**config.mk**
```make
export PLATFORM = sky130hd
export DESIGN_NAME = alu_muldiv_unit_flat
export DESIGN_NICKNAME = d
export VERILOG_FILES = /design/src/rtl/alu_muldiv_unit_pkg.sv /design/src/rtl/alu_muldiv_unit_if.sv /design/src/rtl/alu_muldiv_unit_step.sv /design/src/rtl/alu_muldiv_unit.sv /design/src/flat_wrapper.sv
export SDC_FILE = /design/constraint.sdc
export NUM_CORES = 1
export LEC_CHECK = 0
export ABC_AREA = 1
export BUFFER_PORTS_ARGS = -buffer_cell sky130_fd_sc_hd__buf_2
export CORE_ASPECT_RATIO = 1.1
export CORE_UTILIZATION = 30
export DETAILED_ROUTE_END_ITERATION = 6
export SLEW_MARGIN = 20
export SYNTH_ARGS = -nofsm -noshare
export SYNTH_HDL_FRONTEND = slang
export SYNTH_HIERARCHICAL = 1
export SYNTH_SLANG_ARGS = --single-unit
```
**constraint.sdc**
```tcl
create_clock -name clk -period 2.8 [get_ports clk]
set_input_delay 0.28 -clock clk [delete_from_list [all_inputs] [get_ports clk]]
set_output_delay 0.28 -clock clk [all_outputs]
set_load 0.1 [all_outputs]
```
**src/rtl/alu_muldiv_unit_pkg.sv**
```systemverilog
// Shared op and state encodings for the iterative multiply/divide unit.
// Ops 000 (NOP) and 111 (reserved) have no constant: every unmatched op is a no-op.
package alu_muldiv_unit_pkg;

  typedef logic [2:0] md_op_t;

  localparam md_op_t MD_OP_MULT  = 3'b001;
  localparam md_op_t MD_OP_MULTU = 3'b010;
  localparam md_op_t MD_OP_DIV   = 3'b011;
  localparam md_op_t MD_OP_DIVU  = 3'b100;
  localparam md_op_t MD_OP_MTHI  = 3'b101;
  localparam md_op_t MD_OP_MTLO  = 3'b110;

  localparam logic [1:0] MD_ST_IDLE = 2'd0;
  localparam logic [1:0] MD_ST_CALC = 2'd1;
  localparam logic [1:0] MD_ST_FIX  = 2'd2;

  function automatic logic md_is_arith(md_op_t op);
    return (op == MD_OP_MULT) || (op == MD_OP_MULTU) || (op == MD_OP_DIV) || (op == MD_OP_DIVU);
  endfunction

  function automatic logic md_is_div(md_op_t op);
    return (op == MD_OP_DIV) || (op == MD_OP_DIVU);
  endfunction

  function automatic logic md_is_signed(md_op_t op);
    return (op == MD_OP_MULT) || (op == MD_OP_DIV);
  endfunction

endpackage

```
**src/rtl/alu_muldiv_unit_if.sv**
```systemverilog
// EX-stage request/response bundle for the multiply/divide unit.
interface alu_muldiv_unit_if #(parameter int DATA_W = 32);
  import alu_muldiv_unit_pkg::*;

  logic              start_i;
  md_op_t            op_i;
  logic [DATA_W-1:0] a_i;
  logic [DATA_W-1:0] b_i;
  logic              flush_i;
  logic              busy_o;
  logic              done_o;
  logic [DATA_W-1:0] hi_o;
  logic [DATA_W-1:0] lo_o;
  logic              divz_o;

  modport master (output start_i, op_i, a_i, b_i, flush_i,
                  input  busy_o, done_o, hi_o, lo_o, divz_o);
  modport slave  (input  start_i, op_i, a_i, b_i, flush_i,
                  output busy_o, done_o, hi_o, lo_o, divz_o);
endinterface

```
**src/rtl/alu_muldiv_unit_step.sv**
```systemverilog
// One radix-2 iteration on the {acc, q} pair: shift-add for multiply, restoring
// shift-subtract for divide.
module alu_muldiv_unit_step #(
  parameter int DATA_W = 32
) (
  input  logic              div_i,
  input  logic [DATA_W-1:0] acc_i,
  input  logic [DATA_W-1:0] q_i,
  input  logic [DATA_W-1:0] opb_i,
  output logic [DATA_W-1:0] acc_o,
  output logic [DATA_W-1:0] q_o
);

  logic [DATA_W:0] sum;
  logic [DATA_W:0] shifted;
  logic            fits;

  always_comb begin
    sum     = {1'b0, acc_i} + (q_i[0] ? {1'b0, opb_i} : '0);
    shifted = {acc_i, q_i[DATA_W-1]};
    fits    = (shifted >= {1'b0, opb_i});
    if (div_i) begin
      // partial remainder stays below the divisor, so the difference fits in DATA_W bits
      acc_o = fits ? (shifted[DATA_W-1:0] - opb_i) : shifted[DATA_W-1:0];
      q_o   = {q_i[DATA_W-2:0], fits};
    end else begin
      acc_o = sum[DATA_W:1];
      q_o   = {sum[0], q_i[DATA_W-1:1]};
    end
  end

endmodule

```
**src/rtl/alu_muldiv_unit.sv**
```systemverilog
// Iterative MULT/MULTU/DIV/DIVU unit owning HI/LO; also handles MTHI/MTLO.
// Optional MULDIV_DIVZERO_TRAP_EN: divide by zero pulses divz_o instead of iterating.
module alu_muldiv_unit #(
  parameter int DATA_W = 32
) (
  input  logic               clk,
  input  logic               rst_n,
  alu_muldiv_unit_if.slave   md_if
);
  import alu_muldiv_unit_pkg::*;

  localparam int CNT_W = $clog2(DATA_W) + 1;

  logic [1:0]        state_q, state_d;
  logic [CNT_W-1:0]  cnt_q, cnt_d;
  logic [DATA_W-1:0] acc_q, acc_d, q_q, q_d, opb_q, opb_d;
  logic [DATA_W-1:0] hi_q, hi_d, lo_q, lo_d;
  logic              div_q, div_d, sgn_quo_q, sgn_quo_d, sgn_rem_q, sgn_rem_d;
  logic              done_q, done_d, divz_q, divz_d;
  logic [DATA_W-1:0] acc_s, q_s, a_mag, b_mag;
  logic              a_neg, b_neg;

  alu_muldiv_unit_step #(.DATA_W(DATA_W)) u_step (
    .div_i (div_q),
    .acc_i (acc_q),
    .q_i   (q_q),
    .opb_i (opb_q),
    .acc_o (acc_s),
    .q_o   (q_s)
  );

  always_comb begin
    a_neg     = md_is_signed(md_if.op_i) & md_if.a_i[DATA_W-1];
    b_neg     = md_is_signed(md_if.op_i) & md_if.b_i[DATA_W-1];
    a_mag     = a_neg ? -md_if.a_i : md_if.a_i;
    b_mag     = b_neg ? -md_if.b_i : md_if.b_i;
    state_d   = state_q;
    cnt_d     = cnt_q;
    acc_d     = acc_q;
    q_d       = q_q;
    opb_d     = opb_q;
    div_d     = div_q;
    sgn_quo_d = sgn_quo_q;
    sgn_rem_d = sgn_rem_q;
    hi_d      = hi_q;
    lo_d      = lo_q;
    done_d    = 1'b0;
    divz_d    = 1'b0;
    case (state_q)
      MD_ST_IDLE: begin
        if (md_if.start_i && !md_if.flush_i) begin
          if (md_is_arith(md_if.op_i)) begin
`ifdef MULDIV_DIVZERO_TRAP_EN
            if (md_is_div(md_if.op_i) && (md_if.b_i == '0)) begin
              done_d = 1'b1;
              divz_d = 1'b1;
            end else begin
`endif
              state_d   = MD_ST_CALC;
              cnt_d     = CNT_W'(DATA_W - 1);
              acc_d     = '0;
              q_d       = a_mag;
              opb_d     = b_mag;
              div_d     = md_is_div(md_if.op_i);
              sgn_quo_d = a_neg ^ b_neg;
              sgn_rem_d = a_neg;
`ifdef MULDIV_DIVZERO_TRAP_EN
            end
`endif
          end else if (md_if.op_i == MD_OP_MTHI) begin
            hi_d = md_if.a_i;
          end else if (md_if.op_i == MD_OP_MTLO) begin
            lo_d = md_if.a_i;
          end
        end
      end
      MD_ST_CALC: begin
        if (md_if.flush_i) begin
          state_d = MD_ST_IDLE;
        end else begin
          acc_d = acc_s;
          q_d   = q_s;
          if (cnt_q == '0) state_d = MD_ST_FIX;
          else             cnt_d   = cnt_q - CNT_W'(1);
        end
      end
      MD_ST_FIX: begin
        state_d = MD_ST_IDLE;
        if (!md_if.flush_i) begin
          done_d = 1'b1;
          if (div_q) begin
            lo_d = sgn_quo_q ? -q_q : q_q;
            hi_d = sgn_rem_q ? -acc_q : acc_q;
          end else begin
            {hi_d, lo_d} = sgn_quo_q ? -{acc_q, q_q} : {acc_q, q_q};
          end
        end
      end
      default: state_d = MD_ST_IDLE;
    endcase
  end

  always_ff @(posedge clk or negedge rst_n) begin
    if (!rst_n) begin
      state_q   <= MD_ST_IDLE;
      cnt_q     <= '0;
      acc_q     <= '0;
      q_q       <= '0;
      opb_q     <= '0;
      div_q     <= 1'b0;
      sgn_quo_q <= 1'b0;
      sgn_rem_q <= 1'b0;
      hi_q      <= '0;
      lo_q      <= '0;
      done_q    <= 1'b0;
      divz_q    <= 1'b0;
    end else begin
      state_q   <= state_d;
      cnt_q     <= cnt_d;
      acc_q     <= acc_d;
      q_q       <= q_d;
      opb_q     <= opb_d;
      div_q     <= div_d;
      sgn_quo_q <= sgn_quo_d;
      sgn_rem_q <= sgn_rem_d;
      hi_q      <= hi_d;
      lo_q      <= lo_d;
      done_q    <= done_d;
      divz_q    <= divz_d;
    end
  end

  assign md_if.busy_o = (state_q != MD_ST_IDLE);
  assign md_if.done_o = done_q;
  assign md_if.hi_o   = hi_q;
  assign md_if.lo_o   = lo_q;
  assign md_if.divz_o = divz_q;

endmodule

```
**src/flat_wrapper.sv**
```systemverilog
// flat-port wrapper written by rule: the top's interface ports become plain ports
module alu_muldiv_unit_flat import alu_muldiv_unit_pkg::*;
#(
  parameter int DATA_W = 32
)
  (clk, rst_n, md_if_start_i, md_if_op_i, md_if_a_i, md_if_b_i, md_if_flush_i, md_if_busy_o, md_if_done_o, md_if_hi_o, md_if_lo_o, md_if_divz_o);
  alu_muldiv_unit_if #(.DATA_W(DATA_W)) md_if_i ();
  input  logic clk;
  input  logic rst_n;
  input wire logic [$bits(md_if_i.start_i)-1:0] md_if_start_i;
  input wire logic [$bits(md_if_i.op_i)-1:0] md_if_op_i;
  input wire logic [$bits(md_if_i.a_i)-1:0] md_if_a_i;
  input wire logic [$bits(md_if_i.b_i)-1:0] md_if_b_i;
  input wire logic [$bits(md_if_i.flush_i)-1:0] md_if_flush_i;
  output wire logic [$bits(md_if_i.busy_o)-1:0] md_if_busy_o;
  output wire logic [$bits(md_if_i.done_o)-1:0] md_if_done_o;
  output wire logic [$bits(md_if_i.hi_o)-1:0] md_if_hi_o;
  output wire logic [$bits(md_if_i.lo_o)-1:0] md_if_lo_o;
  output wire logic [$bits(md_if_i.divz_o)-1:0] md_if_divz_o;
  assign md_if_i.start_i = md_if_start_i;
  assign md_if_i.op_i = md_if_op_i;
  assign md_if_i.a_i = md_if_a_i;
  assign md_if_i.b_i = md_if_b_i;
  assign md_if_i.flush_i = md_if_flush_i;
  assign md_if_busy_o = md_if_i.busy_o;
  assign md_if_done_o = md_if_i.done_o;
  assign md_if_hi_o = md_if_i.hi_o;
  assign md_if_lo_o = md_if_i.lo_o;
  assign md_if_divz_o = md_if_i.divz_o;
  alu_muldiv_unit #(.DATA_W(DATA_W)) u_core (.clk(clk), .rst_n(rst_n), .md_if(md_if_i));
endmodule
```
==> reports/results.tsv <==
metric	value	unit
fin worst setup slack	0.1634	ns
Die H	258.6	µm
pin count of the biggest net entering global routing	106	
Post-Syn Area	17960	µm²
number of global-route vias before repair	19406	
Fin. Hold Viols	0	
Least-Margin Pin Slew	0.7059	ns
most common cell in the netlist	nand2_1	
Finished Cell Area	20950	µm²
Hold Crit Endpoint	u_core/opb_q[12]$_DFFE_PN0P_	
DRT iter0 DRCs	2604	
final core occ	35.58	%
syn avg cell area	5.797	µm²
CP endpoint kind	flip-flop	
gr usage total	25.93	%
final net count	3424	
flops & latches, synth	172	
share of cells above drive strength 1	11.54	%
clock root cell	clkbuf_16	
period utilisation layout	94.16	%
I/O pin total	138	
Slew Limit Fails	0	
Post-Place Cells	4019	
Residual DRC	0	
post-synth top area cell	dfrtp_1	
Critical Path Fanout Max	27	
status	completed	
H-tree lvl count	4	
CP Launch Type	flip-flop	
Hold Path Class	input port to flip-flop	
CTS sink count	172	
starting density of the core	30.51	%
synth cell count leaders	nand2_1, inv_1, nor2_1	
Skew-Pair Late Insertion Delay	0.48	ns
Netlist cell types	51	
achievable frequency	0.3793	GHz
flop2flop setup slack	0.16	ns
Reg2Reg Depth	13	
DR vias/cell	5.201	
Post-synth EDFFs	0	
CP arrival	2.97	ns
peak supply drop	0.8010	mV
GRT overflow	0	
largest stage delay on the critical path	0.49	ns
Synth Net Count	3242	
total number of vias	21085	
min-delay src	md_if_b_i[12]	
ant diodes	0	
Cells on Worst Hold Path	3	
initial antenna violation count	2	
Cell Rows	93	
Cells after Synth	3099	
Worst Skew	0.02082	ns
CTS Buffer Depth	2	
r2r endpoint	u_core/acc_q[13]$_DFFE_PN0P_	
post-route insts no fill	4054	
Worst slew margin	52.94	%
CORE AREA	58880	µm²
CP Class	flip-flop to flip-flop	
Worst path most repeated cell	nand2_1	
worst-path cell chain	buf_12, nand2_1, inv_1, ha_1, a21oi_2, o21ai_0, a21oi_1, nand2_1, or2_2, nand3_1, nand2_1, nand3_1, o21ai_0	
post-detailed-route wirelength per cell	19.73	µm
final setup fails	0	
CTS tree	yes	
CP max stage cell	dfrtp_2	
Area Growth Syn to Fin	16.61	%
Max-cap violations	0	
GPL Wtd Cong	1.006	
TritonCTS Buffers	17	
Tmin final	2.637	ns
top_reg_cell synth	dfrtp_1	
first-pass GRT wire length	119.8	mm
post-synth top area share	23.96	%
leak pwr	0.01117	µW
pre-CTS setup slack	-0.01082	ns
Total Wirelength	80.00	mm
antenna-violating nets left	0	
Reg clk slew, reported paths	0.07	ns
power per cell area	893.6	nW/µm²
DIE AREA	60860	µm²
Synth area leaders	dfrtp_1, nand2_1, nand3_1	
DP HPWL	64.43	mm
Yosys Warn Count	6	
IO Port Bufs	136	
Placed Area	20230	µm²
FF-to-FF Start	u_core/q_q[0]$_DFFE_PN0P_	
Critical Path RT	3.14	ns
chip width	235.3	µm
Pre-antenna DRT Iters	7	
ys async rst share	100.0	%
Seq/Total Area, Yosys	23.96	%
==> metal layers <==
metal,global-route usage (%),vias to the layer above,wire length (µm)
li1,-,10280,-
met1,35.29,9739,35210
met2,40.36,911,34960
met3,4.218,151,6352
met4,11.47,4,3450
met5,0,-,27
==> logic make-up (layout without fill, tap and decap cells) <==
kind of cell               count (synthesis)  after routing  synth area share (%)
and+or+nand+nor                         1863           1863                 43.94
buffers and inverters                    509            704                 11.12
AOI/OAI and AO/OA                        437            437                 13.62
DFF                                      172            172                 23.96
adders and majority gates                 72             72                 5.099
xor gates and xnor gates                  45             45                 2.236
other                                      1              1               0.02088
==> power by group <==
part | internal, µW | total (µW) | switching (µW)
Sequential | 3270 | 4280 | 1010
Clock | 1390 | 2600 | 1210
Combinational | 3180 | 11800 | 8670
==> flip-flops by register name (all words and copies together) (netlist names) <==
| name | cells |
|---|---|
| u_core/md_if.done_o | 1 |
| u_core/md_if.lo_o | 32 |
| u_core/q_q | 32 |
| u_core/sgn_rem_q | 1 |
| u_core/acc_q | 32 |
| u_core/div_q | 1 |
| u_core/sgn_quo_q | 1 |
| u_core/state_q | 2 |
| u_core/md_if.hi_o | 32 |
| u_core/opb_q | 32 |
| u_core/cnt_q | 6 |
==> cells in the final DEF (no fill, tap or decap), types with 5 or more instances in the layout <==
cell type     n
o211ai_1      9
nand2_1    1003
nand3b_1     32
ha_1         68
a21oi_1     110
nor2_1      356
o21ai_0     194
xor2_1       26
o21ai_1      27
o21bai_1      7
dfrtp_1     169
xnor2_1      18
o21a_1        5
nand2_2       7
inv_2        10
buf_12       12
nor2_2       12
buf_4       113
a21o_1        5
a2bb2oi_1    22
nor2_4        8
a21boi_1     16
nand4_1      29
a21oi_2       6
clkbuf_16    17
buf_2       135
a31oi_1      19
or2_2        28
inv_1       398
nor3_1       23
or2_1        22
nand3_1     325
==> cell type report <==
class	instances	area, µm²
fill	6615	37930
multi-input combinational	2418	11740
sequential	172	4308
timing repair buffer	264	1809
inverter	408	1531
tap	760	950.9
clock buffer	20	456.7
clock inverter	12	150.1
==> stage by stage <==
| step | total power, µW | setup TNS (ns) | hold WS, ns |
|---|---|---|---|
| CTS | 18510 | 0 | 0.08038 |
| floorplan | 12270 | 0 | -0.01559 |
| global placement | 15830 | -0.03459 | 0.3316 |
| finish | 18720 | 0 | 0.1120 |
| detailed placement | 15840 | -0.01082 | 0.3293 |
| global route | 19880 | -0.01174 | 0.1135 |
==> critical path, delay by kind of cell, from the launching register on <==
kind / cells / cell delay (ns)
adder cells (fa/ha/maj): 1 / 0.36
flip-flops: 1 / 0.49
AND/OR/NAND/NOR: 6 / 0.76
AO/OA/AOI/OAI: 4 / 0.67
buffers and inverters: 2 / 0.23
==> timing repair <==
action	CTS	global route
hold buffers	2	0
pin swaps	0	1
hold endpoints to repair	60	0
resized for setup	1	24
endpoints found under the setup margin	1	26
buffers inserted	0	1
==> how the worst max path moves through the flow <==
stage,from,endpoint,depth (start not counted)
6_report,u_core/q_q[0]$_DFFE_PN0P_,u_core/acc_q[13]$_DFFE_PN0P_,13
5_1_grt,u_core/q_q[0]$_DFFE_PN0P_,u_core/acc_q[19]$_DFFE_PN0P_,15
4_1_cts,u_core/q_q[31]$_DFFE_PN0P_,u_core/acc_q[28]$_DFFE_PN0P_,18
3_5_place_dp,u_core/q_q[0]$_DFFE_PN0P_,u_core/acc_q[17]$_DFFE_PN0P_,13
3_3_place_gp,u_core/q_q[0]$_DFFE_PN0P_,u_core/acc_q[17]$_DFFE_PN0P_,13
2_1_floorplan,u_core/q_q[0]$_DFFE_PN0P_,u_core/acc_q[31]$_DFFE_PN0P_,19
Note: power is estimated with default switching activity, not from simulation.
